`src/rtl/disp_scan_ctrl.sv`:
```
// -----------------------------------------------------------------------------
// disp_scan_ctrl
//
// Scan controller for a multiplexed common-anode 7-segment display.
// Each digit gets a time slot of CLK_DIV cycles. The first BLANK_CYCLES
// cycles of a slot keep every anode off, which stops the previous digit
// from ghosting onto the next one. For the rest of the slot one anode is
// driven low. The active anode rotates left from digit 0 to digit DIGITS-1.
// The segment pattern for the slot is captured once, at the BLANK->SHOW
// edge. Input changes in the middle of a slot therefore cannot tear the
// displayed digit.
//
// Ports:
//   clk        in   system clock, rising edge
//   rst_n      in   synchronous active-low reset
//   en         in   scanning enable; 0 keeps the display dark
//   digits     in   packed BCD, digit i at [4i+3:4i], digit 0 rightmost
//   dp_mask    in   1 = decimal point lit on digit i
//   blank_lz   in   1 = blank leading zeros (digit 0 never blanked)
//   an         out  anode selects, active-low, at most one bit low
//   seg        out  segments {g,f,e,d,c,b,a}, active-low
//   dp         out  decimal point, active-low
//   digit_idx  out  index of the current slot
//   frame_tick out  one-cycle pulse at the start of each new scan frame
// -----------------------------------------------------------------------------
module disp_scan_ctrl #(
    parameter int DIGITS       = 4,
    parameter int CLK_DIV      = 1000,
    parameter int BLANK_CYCLES = 16
) (
    input  logic                        clk,
    input  logic                        rst_n,
    input  logic                        en,
    input  logic [4*DIGITS-1:0]         digits,
    input  logic [DIGITS-1:0]           dp_mask,
    input  logic                        blank_lz,
    output logic [DIGITS-1:0]           an,
    output logic [6:0]                  seg,
    output logic                        dp,
    output logic [$clog2(DIGITS)-1:0]   digit_idx,
    output logic                        frame_tick
);

    localparam int IW = $clog2(DIGITS);
    localparam int CW = $clog2(CLK_DIV);

    localparam logic [1:0] IDLE  = 2'd0;
    localparam logic [1:0] BLANK = 2'd1;
    localparam logic [1:0] SHOW  = 2'd2;

    localparam logic [IW-1:0] LAST_IDX   = IW'(DIGITS - 1);
    localparam logic [CW-1:0] BLANK_LAST = CW'(BLANK_CYCLES - 1);
    localparam logic [CW-1:0] SLOT_LAST  = CW'(CLK_DIV - 1);

    localparam logic [6:0] SEG_OFF  = 7'h7F;
    localparam logic [6:0] SEG_DASH = 7'h3F;

    logic [1:0]    state;
    logic [CW-1:0] cnt;

    // BCD to active-low gfedcba. Codes 10-15 are not valid BCD, so they
    // show a dash rather than a misleading hex glyph.
    function automatic logic [6:0] decode(input logic [3:0] v);
        case (v)
            4'd0:    decode = 7'h40;
            4'd1:    decode = 7'h79;
            4'd2:    decode = 7'h24;
            4'd3:    decode = 7'h30;
            4'd4:    decode = 7'h19;
            4'd5:    decode = 7'h12;
            4'd6:    decode = 7'h02;
            4'd7:    decode = 7'h78;
            4'd8:    decode = 7'h00;
            4'd9:    decode = 7'h10;
            default: decode = SEG_DASH;
        endcase
    endfunction

    // Values that are captured at the BLANK->SHOW edge for the current slot.
    logic [3:0]        cur_digit;
    logic              cur_dp;
    logic              cur_lz;
    logic [DIGITS-1:0] an_sel;
    logic              upper_zero;

    // NOTE: every variable gets a default before the loop. Without the
    // defaults, the paths that do not match digit_idx would infer latches.
    always_comb begin
        cur_digit  = 4'd0;
        cur_dp     = 1'b0;
        cur_lz     = 1'b0;
        an_sel     = '1;
        upper_zero = 1'b0;
        for (int i = 0; i < DIGITS; i++) begin
            if (digit_idx == IW'(i)) begin
                cur_digit = digits[4*i +: 4];
                cur_dp    = dp_mask[i];
                an_sel[i] = 1'b0;
                // A digit is a leading zero only if it and every digit to
                // its left are zero. Digit 0 always shows, so a value of 0
                // still displays "0".
                upper_zero = 1'b1;
                for (int j = i; j < DIGITS; j++) begin
                    if (digits[4*j +: 4] != 4'd0) begin
                        upper_zero = 1'b0;
                    end
                end
                cur_lz = blank_lz && (i != 0) && upper_zero;
            end
        end
    end

    // NOTE: sequential state uses non-blocking assignments only, so every
    // register samples values from before the edge.
    always_ff @(posedge clk) begin
        // Reset and disable lead to the same dark IDLE state. Reset has
        // priority simply because both branches are identical.
        if (!rst_n || !en) begin
            state      <= IDLE;
            cnt        <= '0;
            an         <= '1;
            seg        <= SEG_OFF;
            dp         <= 1'b1;
            digit_idx  <= '0;
            frame_tick <= 1'b0;
        end else begin
            case (state)
                IDLE: begin
                    state      <= BLANK;
                    cnt        <= '0;
                    digit_idx  <= '0;
                    an         <= '1;
                    seg        <= SEG_OFF;
                    dp         <= 1'b1;
                    frame_tick <= 1'b0;
                end
                BLANK: begin
                    frame_tick <= 1'b0;
                    cnt        <= cnt + CW'(1);
                    if (cnt == BLANK_LAST) begin
                        state <= SHOW;
                        an    <= an_sel;
                        seg   <= cur_lz ? SEG_OFF : decode(cur_digit);
                        dp    <= ~cur_dp;
                    end
                end
                SHOW: begin
                    if (cnt == SLOT_LAST) begin
                        state      <= BLANK;
                        cnt        <= '0;
                        an         <= '1;
                        seg        <= SEG_OFF;
                        dp         <= 1'b1;
                        digit_idx  <= (digit_idx == LAST_IDX) ? '0 : digit_idx + IW'(1);
                        frame_tick <= (digit_idx == LAST_IDX);
                    end else begin
                        cnt <= cnt + CW'(1);
                    end
                end
                default: begin
                    state <= IDLE;
                    cnt   <= '0;
                    an    <= '1;
                    seg   <= SEG_OFF;
                    dp    <= 1'b1;
                end
            endcase
        end
    end

endmodule

```
`config.mk`:
```
export PLATFORM = sky130hd
export DESIGN_NAME = disp_scan_ctrl
export DESIGN_NICKNAME = d
export VERILOG_FILES = /design/src/rtl/disp_scan_ctrl.sv
export SDC_FILE = /design/constraint.sdc
export NUM_CORES = 1
export LEC_CHECK = 0
export CAP_MARGIN = 20
export CORE_MARGIN = 2
export CORE_UTILIZATION = 48
export CTS_CLUSTER_SIZE = 8
export DETAILED_ROUTE_END_ITERATION = 10
export PLACE_DENSITY = 0.85
export SLEW_MARGIN = 20
export SYNTH_ARGS = -nofsm -noshare
export SYNTH_HDL_FRONTEND = slang
export SYNTH_SLANG_ARGS = --single-unit
```
`constraint.sdc`:
```
create_clock -name clk -period 3.1 [get_ports clk]
set_clock_uncertainty 0.1 [all_clocks]
set_input_delay 0.31 -clock clk [delete_from_list [all_inputs] [get_ports clk]]
set_output_delay 0.31 -clock clk [all_outputs]
set_load 0.1 [all_outputs]
```
# After elaboration in Yosys (flattened, before gate mapping)
# Memories as Yosys holds them, arrays and structs flattened.
# Index checks and enable logic that the tools add are counted.
# classes
n_addsub,2
n_eq_ne,9
n_mux,44
n_bitwise,1
reduce_logical,17
# op_table
operator,count
2-to-1 mux 4 bit,6
2-to-1 mux 1 bit,23
2-to-1 mux 7 bit,3
case mux 10 bit (2 select lines),1
case mux 7 bit (2 select lines),1
nonzero test 4 bit,3
adder 10 x 1 -> 10 bit (second input constant),1
== test 10 bit (second input constant),1
== test 10 x 4 -> 1 bit (second input constant),1
2-to-1 mux 10 bit,1
2-to-1 mux 2 bit,4
case mux 4 bit (2 select lines),1
== test 2 bit (second input constant),3
case mux 2 bit (3 select lines),1
AND reduction 2 bit,3
== test 2 x 1 -> 1 bit (second input constant),2
zero test 2 bit,2
inequality test 2 bit (second input constant),2
case mux 1 bit (2 select lines),2
case mux 2 bit (2 select lines),1
nonzero test 2 bit,2
logical AND 1 bit,3
adder 2 x 1 -> 2 bit (second input constant),1
zero test 1 bit,2
other kinds (3),3
# totals
ff_bits,27
romBits,112
inputBits,24
output_inout_bits,15
memories,1
# memory_table
memory,words,width,rd,rd_ports_with_merged_regs,write_ports,line_no,rtl
(no name shown),16,7,1,0,0,64,case (v)

# Depth between registers and ports, before layout
# logic_depth
word_depth,12
depth_mapped,11
mapped_depth_nobuf,10

# Worst setup path before layout
# No wires, ideal clock.
# synth_path
path_type,register -> register
startpoint,reg digit_idx[0]
endpoint,reg seg[3]
arrival_time_ns,2.698
t_required_ns,2.929
setup_slack_ns,0.231
stages_incl_launch_ff,10
n_path_buf,0
path_cell_list,dfxtp_1 > inv_1 > ha_1 > nand2b_1 > o22ai_1 > a31oi_1 > ha_1 > nor3_1 > o21ai_0 > a21oi_1
# synth_via
elab_chain_len,9
word_cells_on_any_way,15
cone_classes,eq/ne (3); mux (10); reduce/logical (1); memory (1)
# synth_rtl
element,line_no,rtl
"start, declared",40,"output logic [$clog2(DIGITS)-1:0] digit_idx,"
"start signal, assigned",154,digit_idx <= (digit_idx == LAST_IDX) ? '0 : digit_idx + IW'(1);
zero test 2 bit,95,if (digit_idx == IW'(i)) begin
2-to-1 mux 4 bit (4 in series),95,
memory (16 x 7 bit),--,
2-to-1 mux 7 bit *,143,seg <= cur_lz ? SEG_OFF : decode(cur_digit);
2-to-1 mux 7 bit *,140,if (cnt == BLANK_LAST) begin
case mux 7 bit (2 select lines) *,127,case (state)
"end signal, assigned",143,
"end, declared",38,"output logic [6:0] seg,"
# Every way passes the cells marked *; elsewhere a longest branch is shown, timed or not. The select of a mux whose other input is x is not followed.
# A chain may end at the register's enable or synchronous reset.

# Worst setup path in the final report
# layout_path
startpoint,reg cnt[5]
endpoint,reg seg[5]
# layout_via
elab_chain_len,3
word_cells_on_any_way,5
cone_classes,eq/ne (4); reduce/logical (1)
# layout_rtl
element,line_no,rtl
"start, declared",59,logic [CW-1:0] cnt;
"start signal, assigned",139,cnt <= cnt + CW'(1);
"start signal, assigned",157,cnt <= cnt + CW'(1);
== test 10 bit or == test 10 x 4 -> 1 bit (tied branches),"148, 140",
inequality test 2 bit (no source line),--,
AND reduction 2 bit (no source line) *,--,
# Every way passes the cells marked *; elsewhere a longest branch is shown, timed or not.

==> results_tabular.tex <==
\begin{tabular}{lr}
\hline
Metric & Value \\
\hline
\multicolumn{2}{l}{\textbf{STA}} \\
Setup Total Neg Slack & 0 ps \\
Final period util & 0.798 \\
Hold violation total from the final report & 0 \\
RSZ-0062 raised after global routing & no \\
Remaining max-slew budget at the tightest pin & 0.353 \\
Worst Tran Pin Value & 967 ps \\
Setup-violating endpoint count in the final report & 0 \\
Slew Viols, Final & 0 \\
Post-layout min period & 2470 ps \\
Final worst slack & 626 ps \\
Fmax & 404 MHz \\
\multicolumn{2}{l}{\textbf{Drt}} \\
Number of nets with antenna violations after routing & 0 \\
DRT iter0 DRCs & 99 \\
Routed Wire Length & 3500 um \\
Wire length per cell & 13.8 um \\
Via Count & 1,424 \\
Total iterations of the first detailed-routing run & 4 \\
Number of remaining DRC errors & 0 \\
Mean number of vias per cell & 5.61 \\
\multicolumn{2}{l}{\textbf{Worst setup path}} \\
Critical Path RT & 3220 ps \\
Critical path arrival & 2590 ps \\
Type of origin of the critical path & flop \\
Max Fanout on Critical Path & 6 \\
Type of destination of the critical path & flop \\
Type of the worst setup path & flop to flop \\
\multicolumn{2}{l}{\textbf{Floorplanning}} \\
Initial cell density of the core & 0.490 \\
I/O pin cnt & 39 \\
Total Die Area & 3500 um2 \\
Core footprint & 2980 um2 \\
Site Rows & 20 \\
Die span in x & 59.1 um \\
Overall die height & 59.1 um \\
\multicolumn{2}{l}{\textbf{Global route}} \\
Vias in the first global route & 1,283 \\
Met1 track utilization from global routing & 0.270 \\
Pin count of the biggest net entering global routing & 16 \\
Tot GR Track Use & 0.202 \\
Met2 track demand over resource & 0.343 \\
Layer with the highest usage after global routing & met2 \\
GRT met3 Usage & 0.0349 \\
Number of antenna violations at the first check in global routing & 0 \\
Global-route wire length before repair & 5550 um \\
Congestion Overflow GR & 0 \\
\multicolumn{2}{l}{\textbf{Clock network}} \\
Worst-case clock buffer depth & 2 \\
Buffer cell driving the clock tree root & clkbuf\_4 \\
TritonCTS Buffers & 3 \\
Worst skew pair latency & 330 ps \\
Number of cells upsized or downsized after cts & 0 \\
Number of buffers inserted to repair setup after CTS & 0 \\
Number of buffers inserted by hold repair at cts & 0 \\
TritonCTS sink count & 27 \\
Clock transition time at the flip-flop clock pins of the worst setup and hold paths & 150 ps \\
Maximum level of the CTS H-tree & 1 \\
CTS tree & yes \\
\multicolumn{2}{l}{\textbf{Synthesis}} \\
Share of Yosys cell area claimed by the top area cell type & 0.370 \\
Portion of netlist area occupied by mux cells & 0 \\
Count of flip-flops with a built-in enable after synthesis & 0 \\
Instance count of the mapped netlist & 181 \\
Post-synthesis share of cell area spent on xor and xnor gates & 0.0540 \\
Most area-hungry cell type in the Yosys netlist & dfxtp\_1 \\
Sequential element share of the synthesized area & 0.370 \\
Fraction of registers with async set or reset after synthesis & 0 \\
Post-synthesis share of cell area spent on full adders, half adders and majority gates & 0.0858 \\
Commonest register cell after synthesis & dfxtp\_1 \\
Total of warnings raised by yosys & 0 \\
Simple-Gate Fraction of Synth Area & 0.271 \\
Count of cell types in the netlist & 40 \\
Post-synthesis sequential element count & 27 \\
Fraction of the mapped netlist area in compound gates & 0.195 \\
Net count after synthesis & 215 \\
Average footprint of a synthesized cell & 8.06 um2 \\
Ranking of synthesized cells by area & dfxtp\_1 37\%, ha\_1 8.6\%, nor2\_1 6.7\% \\
Combinational family with the most area after synthesis & simple AND/OR/NAND/NOR gates \\
Cell area after synthesis & 1460 um2 \\
\multicolumn{2}{l}{\textbf{Layout}} \\
N\_diodes & 0 \\
Commonest non-fill, non-tap cell in the layout & dfxtp\_1 \\
Share of final-layout standard cells stronger than drive strength 1 & 0.118 \\
Top library cells by usage in the layout, fill and taps aside & 27 x dfxtp\_1, 26 x nor2\_1, 25 x nand2\_1, 25 x clkdlybuf4s50\_1 \\
FILL cells & 257 \\
Area overhead of the layout relative to synthesis & 28.2\% \\
Final-stage net count & 256 \\
\multicolumn{2}{l}{\textbf{Place}} \\
Worst slack after detailed placement & 652 ps \\
Port Buffers & 38 \\
HPWL after detailed placement & 2660 um \\
Final Wtd Congestion & 0.863 \\
\multicolumn{2}{l}{\textbf{Power}} \\
Power per Cell Area & 308 nW/um2 \\
Maximum vdd drop & 0.296 mV \\
Leak pwr & 0.670 nW \\
\multicolumn{2}{l}{\textbf{Hold path}} \\
Class of the tightest hold or removal check & flop to flop \\
\multicolumn{2}{l}{\textbf{Flow run}} \\
Max-cap violations & 0 \\
\multicolumn{2}{l}{\textbf{Run status}} \\
Outcome & complete, no violations \\
\hline
\end{tabular}
-- stage by stage --
stage          area, um2  utilization  std cells  total power [mW]  hold slack [ps]
2_1_floorplan       1460            -        181             0.388              313
3_3_place_gp        1840        0.619        250             0.428              330
3_5_place_dp        1840        0.619        250             0.428              333
4_1_cts             1870        0.628        254             0.576              356
5_1_grt             1870        0.628        254             0.593              375
6_report            1870        0.628        254             0.577              353
-- report_power, final --
group	switching, mW	internal (mW)	total (mW)
combinational	0.0324	0.0410	0.0734
clock	0.106	0.0484	0.155
sequential	0.000827	0.348	0.349
-- logic make-up (layout without fill, tap and decap cells) --
family,after synthesis,after routing
AND/OR/NAND/NOR,81,81
AO/OA/AOI/OAI,45,45
flip-flops,27,27
adder cells (fa/ha/maj),10,10
XOR/XNOR,9,9
buffers and inverters,9,49
-- routing by layer --
metal,vias to the layer above,wire length [um]
li1,719,-
met1,659,1660
met2,42,1610
met3,4,204
met4,0,22
met5,-,0
-- cell usage after synthesis, types with 3 or more instances --
library cell,count
xnor2_1,6
nor2_1,26
inv_1,6
nand2_1,25
nor3_1,6
nand3b_1,3
ha_1,10
nand3_1,4
o21ai_0,11
a21oi_1,14
o22ai_1,5
xor2_1,3
dfxtp_1,27
-- final cells by class --
class                      instances  area, um2  share of cell area
timing repair buffer              39        355               0.190
tap                               33       41.3              0.0221
clock buffer                       3       22.5              0.0120
sequential                        27        541               0.289
multi-input combinational        145        883               0.472
clock inverter                     1       5.00             0.00268
inverter                           6       22.5              0.0120
-- sequential cells by signal, indices dropped and copies added, names as in the netlist --
register    cells
frame_tick      1
state           2
an              4
dp              1
seg             7
digit_idx       2
cnt            10
-- worst paths after layout --
path | from | to | slack [ps] | depth (start not counted)
max reg2reg | cnt[5]$_SDFF_PP0_ | seg[5]$_SDFFE_PP1P_ | 630 | 6
min | cnt[0]$_SDFF_PP0_ | cnt[0]$_SDFF_PP0_ | 350 | 1
max | cnt[5]$_SDFF_PP0_ | seg[5]$_SDFFE_PP1P_ | 630 | 6
min reg2reg | cnt[0]$_SDFF_PP0_ | cnt[0]$_SDFF_PP0_ | 350 | 1
-- worst max-delay path: stages, from the launching register on --
cell	delay, ps
dfxtp_1	380
or4_1	510
or4_4	460
nor3b_4	310
o21ai_2	140
a211oi_2	350
a21oi_1	110
(Power assumes the default switching activity.)
